$ cat config.mk
export PLATFORM = sky130hd
export DESIGN_NAME = bus_sample_fifo
export DESIGN_NICKNAME = d
export VERILOG_FILES = /design/src/rtl/bus_sample_fifo.sv
export SDC_FILE = /design/constraint.sdc
export NUM_CORES = 1
export LEC_CHECK = 0
export BUFFER_PORTS_ARGS = -buffer_cell sky130_fd_sc_hd__buf_4
export CORE_MARGIN = 1.5
export CORE_UTILIZATION = 59
export DETAILED_ROUTE_END_ITERATION = 16
export PLACE_DENSITY = 0.78
export SLEW_MARGIN = 0
export SYNTH_ARGS = -nofsm -noshare
export SYNTH_HDL_FRONTEND = slang
export SYNTH_SLANG_ARGS = --single-unit
$ cat constraint.sdc
create_clock -name clk -period 4.05 [get_ports clk]
set_clock_uncertainty 0.1 [all_clocks]
set_input_delay 0.405 -clock clk [delete_from_list [all_inputs] [get_ports clk]]
set_output_delay 0.405 -clock clk [all_outputs]
set_load 0.02 [all_outputs]
$ cat src/rtl/bus_sample_fifo.sv
// bus_sample_fifo: single-clock valid/ready FIFO that buffers bus samples for a downstream
// consumer. The head entry is held in a dedicated output register, so out_data is registered
// and reads 0 out of reset.
// Optional build macro: BUS_SAMPLE_FIFO_PARITY_EN adds a stored even-parity bit per entry and a
// sticky par_err output.
module bus_sample_fifo #(
    parameter int unsigned WIDTH = 9,
    parameter int unsigned DEPTH = 8,
    localparam int unsigned CW   = $clog2(DEPTH + 1)
) (
    input  logic             clk,
    input  logic             rst_n,
    input  logic             in_valid,
    output logic             in_ready,
    input  logic [WIDTH-1:0] in_data,
    output logic             out_valid,
    input  logic             out_ready,
    output logic [WIDTH-1:0] out_data,
`ifdef BUS_SAMPLE_FIFO_PARITY_EN
    output logic             par_err,
`endif
    output logic [CW-1:0]    count
);

    localparam int unsigned PW = $clog2(DEPTH);

    typedef enum logic [1:0] {
        StEmpty  = 2'd0,
        StActive = 2'd1,
        StFull   = 2'd2
    } state_e;

    state_e           state_q, state_d;
    logic [CW-1:0]    count_q, count_d;
    logic [PW-1:0]    wr_ptr_q, rd_ptr_q, rd_ptr_inc;
    logic [WIDTH-1:0] out_data_q, out_data_d;
    logic [WIDTH-1:0] mem_q [DEPTH];
    logic             push, pop;
    logic             head_from_in;

    assign in_ready   = (state_q != StFull);
    assign out_valid  = (state_q != StEmpty);
    assign out_data   = out_data_q;
    assign count      = count_q;

    assign push       = in_valid & in_ready;
    assign pop        = out_valid & out_ready;
    assign rd_ptr_inc = rd_ptr_q + PW'(1);

    // The new head bypasses memory when it is the entry being written this very cycle.
    assign head_from_in = push && (wr_ptr_q == rd_ptr_inc);

    // Next occupancy, next state and next head-of-queue register value.
    always_comb begin
        count_d    = count_q + CW'(push) - CW'(pop);
        state_d    = state_q;
        out_data_d = out_data_q;
        unique case (state_q)
            StEmpty:  if (push) state_d = StActive;
            StActive: begin
                if (count_d == '0) begin
                    state_d = StEmpty;
                end else if (count_d == CW'(DEPTH)) begin
                    state_d = StFull;
                end
            end
            StFull:   if (pop) state_d = StActive;
            default:  state_d = StEmpty;
        endcase
        if (pop && (count_d != '0)) begin
            out_data_d = head_from_in ? in_data : mem_q[rd_ptr_inc];
        end else if (push && (state_q == StEmpty)) begin
            out_data_d = in_data;
        end
    end

    // Control state, pointers and the registered head entry.
    always_ff @(posedge clk or negedge rst_n) begin
        if (!rst_n) begin
            state_q    <= StEmpty;
            count_q    <= '0;
            wr_ptr_q   <= '0;
            rd_ptr_q   <= '0;
            out_data_q <= '0;
        end else begin
            state_q    <= state_d;
            count_q    <= count_d;
            out_data_q <= out_data_d;
            if (push) wr_ptr_q <= wr_ptr_q + PW'(1);
            if (pop)  rd_ptr_q <= rd_ptr_inc;
        end
    end

    // Sample storage; contents are deliberately left unreset.
    always_ff @(posedge clk) begin
        if (push) mem_q[wr_ptr_q] <= in_data;
    end

`ifdef BUS_SAMPLE_FIFO_PARITY_EN
    logic [DEPTH-1:0] par_q;
    logic             out_par_q, out_par_d;
    logic             par_err_q;

    assign par_err = par_err_q;

    // Parity of the head entry follows the same selection as its data.
    always_comb begin
        out_par_d = out_par_q;
        if (pop && (count_d != '0)) begin
            out_par_d = head_from_in ? ^in_data : par_q[rd_ptr_inc];
        end else if (push && (state_q == StEmpty)) begin
            out_par_d = ^in_data;
        end
    end

    // Stored parity bit per entry, written alongside the data.
    always_ff @(posedge clk) begin
        if (push) par_q[wr_ptr_q] <= ^in_data;
    end

    // Head parity register and sticky error flag, checked as each entry pops.
    always_ff @(posedge clk or negedge rst_n) begin
        if (!rst_n) begin
            out_par_q <= 1'b0;
            par_err_q <= 1'b0;
        end else begin
            out_par_q <= out_par_d;
            if (pop && (out_par_q != ^out_data_q)) par_err_q <= 1'b1;
        end
    end
`endif

endmodule

==> results.tsv <==
metric	value	unit
post-synthesis register bit count	93	
htree depth	3	
cell count after placement	326	
Yosys cell types	44	
Most common cell on crit path	inv_1	
met2 wire length	3.50	mm
CTS root buf	clkbuf_8	
Worst R2R Setup Slack	390	ps
hold crit path type	primary input to flop	
via count	2064	
First DRT Iteration DRCs	175	
TritonCTS clock tree	built	
crit path buf inv count	4	
fmax	273	MHz
met3 WL	291	um
Inserted Clock Buffers	9	
Final period util	90.4	%
Max Cap Viol	0	
CP required	4160	ps
failing checks	design-rule violations	
CTS clk-pin slew, worst paths	90	ps
CP Capture Type	flop	
WL per Instance	20.6	um
Skew-Pair Late Insertion Delay	360	ps
number of global-route vias before repair	2066	
Post-DRT Antenna Nets	0	
sequential share of the synthesized area	68.1	%
Hold Worst Slack	172	ps
Post-Syn Instances	224	
total grt overflow	0	
Post-Synthesis Net Count	244	
Crit Path Category	flop to flop	
diodes inserted	0	
Post-Layout Cell Count	343	
status	complete, but fails checks	
Hold Startpoint	out_ready	
TritonRoute pass-1 iters	10	
RSZ-0062 raised after global routing	no	
drt drc	3	
Final Hold Fails	0	
overall routing resource usage	21.7	%
die width	84.8	um
Crit path arrival time	3780	ps
CP peak stage delay	490	ps
slowest CP cell	o21ai_0	
critical path, cell by cell	o21ai_0 > inv_1 > ha_1 > inv_1 > ha_1 > inv_1 > fa_1 > inv_1 > nor3_1 > a31o_2 > or2_1 > o221ai_1	
Mapped Area	3950	um^2
Core Util, Final	69.6	%
worst-margin pin slew	1060	ps
WL final	7.06	mm
Slew Limit Fails	0	
Layout Area Growth over Synthesis	13.2	%
Post-Syn Area per Cell	17.6	um^2
Placement Rows	29	
worst vdd ir	331	uV
Critical R2R Launch	state_q[1]	
Die Y	84.8	um
# setup viols final	0	
Max-slew headroom	29.3	%
crit path launch type	flop	
minimum clock period	3660	ps
DR top layer	met4	
top_reg_cell synth	edfxtp_1	
number of enable flip-flop cells after synthesis	72	
Placeable Area	6420	um^2
worst-path fanout max	9	
postcts setup bufs	0	
Vias/cell	6.02	
WL met1	3.17	mm
Nets	281	
CP top delay family	compound AO/OA/AOI/OAI gates	
first-pass GRT wire length	11.1	mm
CTS sink count	93	
Power Dens Cells	825	nW/um^2
CTS Buffer Depth	2	
total power	0.00368	W
Detail Placement HPWL	4.73	mm
RR Endpoint	out_data[8]	
Leak Pwr	1.64	nW
placer congestion estimate	0.853	
Cells on Worst Hold Path	2	
PortBufs	27	
Initial Utilization	61.4	%
TNS Setup	0	ps
Die ar.	7190	um^2
ys async rst share	22.6	%
share of cells above drive strength 1	30.8	%
worst hold endpoint	state_q[1]	
Worst R2R Path Depth	12	
largest net degree at the start of global routing	22	
Top Ports	28	
YS warnings	0	
initial antenna violation count	0	
-- cell families (layout without fill, tap and decap cells) --
group / Yosys count / after routing / synth area share (%)
and+or+nand+nor: 41 / 41 / 5.33
AOI/OAI and AO/OA: 24 / 24 / 5.49
DFF: 93 / 93 / 68.1
buffers and inverters: 21 / 63 / 2.92
muxes: 28 / 28 / 12.8
adders and majority gates: 7 / 7 / 2.41
xor gates and xnor gates: 10 / 10 / 2.89
-- where the power goes --
group / internal, W / switching, W
Clock: 0.000355 / 0.000323
Sequential: 0.00126 / 0.000131
Combinational: 0.000718 / 0.000900
-- worst register-to-register path, cell delays in order, from the launching register on --
cell	delay [ps]
dfrtp_1	430
o21ai_0	490
inv_1	220
ha_1	320
inv_1	50
ha_1	150
inv_1	50
fa_1	470
inv_1	60
nor3_1	270
a31o_2	280
or2_1	440
o221ai_1	180
-- per-layer routing --
metal,up-vias,track usage [%]
met5,-,0
met4,0,10.6
met3,9,4.03
met2,47,33.2
met1,1060,30.5
li1,948,-
-- cells in the final DEF, fill, tap and decap left out, types with 2 or more instances in the layout --
master     instances
nand2b_1           3
o211ai_1           5
clkbuf_8           9
nand3_1            5
mux4_2            18
ha_1               6
o211ai_2           5
nand2_1           16
dfrtp_1           21
inv_1             12
xnor2_1            7
o221ai_1           3
edfxtp_1          72
nor2_1             4
nor3_1             5
bufinv_16          2
buf_4             34
mux2i_1            9
-- flip-flops by register name, summed over array words and instances, names as in the netlist --
signal    count
state_q       2
out_data      9
mem_q        72
count         4
rd_ptr_q      3
wr_ptr_q      3
-- area by class of cell --
type / count / area, um^2
Clock inverter: 6 / 96.3
Sequential cell: 93 / 2690
Fill cell: 422 / 1960
Timing Repair Buffer: 35 / 265
Inverter: 12 / 45.0
Clock buffer: 10 / 128
Multi-Input combinational cell: 110 / 1150
Tap cell: 77 / 96.3
-- Yosys cell counts, drive strengths merged, types with 2 or more instances --
| master | instances | area share, % |
|---|---|---|
| edfxtp | 72 | 55 |
| dfrtp | 21 | 13 |
| mux4 | 18 | 10 |
| nand2 | 17 | 1.7 |
| inv | 12 | 1.1 |
| o211ai | 10 | 2.5 |
| mux2i | 9 | 2.3 |
| buf | 8 | 1.7 |
| xnor2 | 7 | 1.6 |
| ha | 6 | 1.9 |
| nand3 | 5 | 0.63 |
| nor3 | 5 | 0.63 |
| nor2 | 4 | 0.38 |
| o221ai | 4 | 1.0 |
| nand2b | 3 | 0.48 |
| xor2 | 3 | 1.3 |
| nor4 | 2 | 0.70 |
| o21ai | 2 | 0.35 |
| or2 | 2 | 0.32 |
-- metrics by stage --
stage	area (um^2)	worst slack, ps
2_1_floorplan	3950	902
3_3_place_gp	4230	364
3_5_place_dp	4230	176
4_1_cts	4470	186
5_1_grt	4470	143
6_report	4470	390
-- worst max path at each step --
stage | end | startpoint | cells after the start
final | out_data[8] | state_q[1] | 12
after global routing | out_data[8] | state_q[1] | 12
after CTS | out_data[8] | state_q[1] | 12
after detailed placement | out_data[5] | state_q[1] | 12
after global placement | out_data[4] | state_q[1] | 12
after floorplan | out_data[6] | state_q[1] | 13
-- timing repair --
| action | in CTS | in global routing |
|---|---|---|
| setup endpoints to repair | 0 | 9 |
| hold buffers | 1 | 0 |
| hold endpoints to repair | 21 | 0 |
| gates resized for setup | 0 | 1 |
Note: power is estimated with default switching activity, not from simulation.
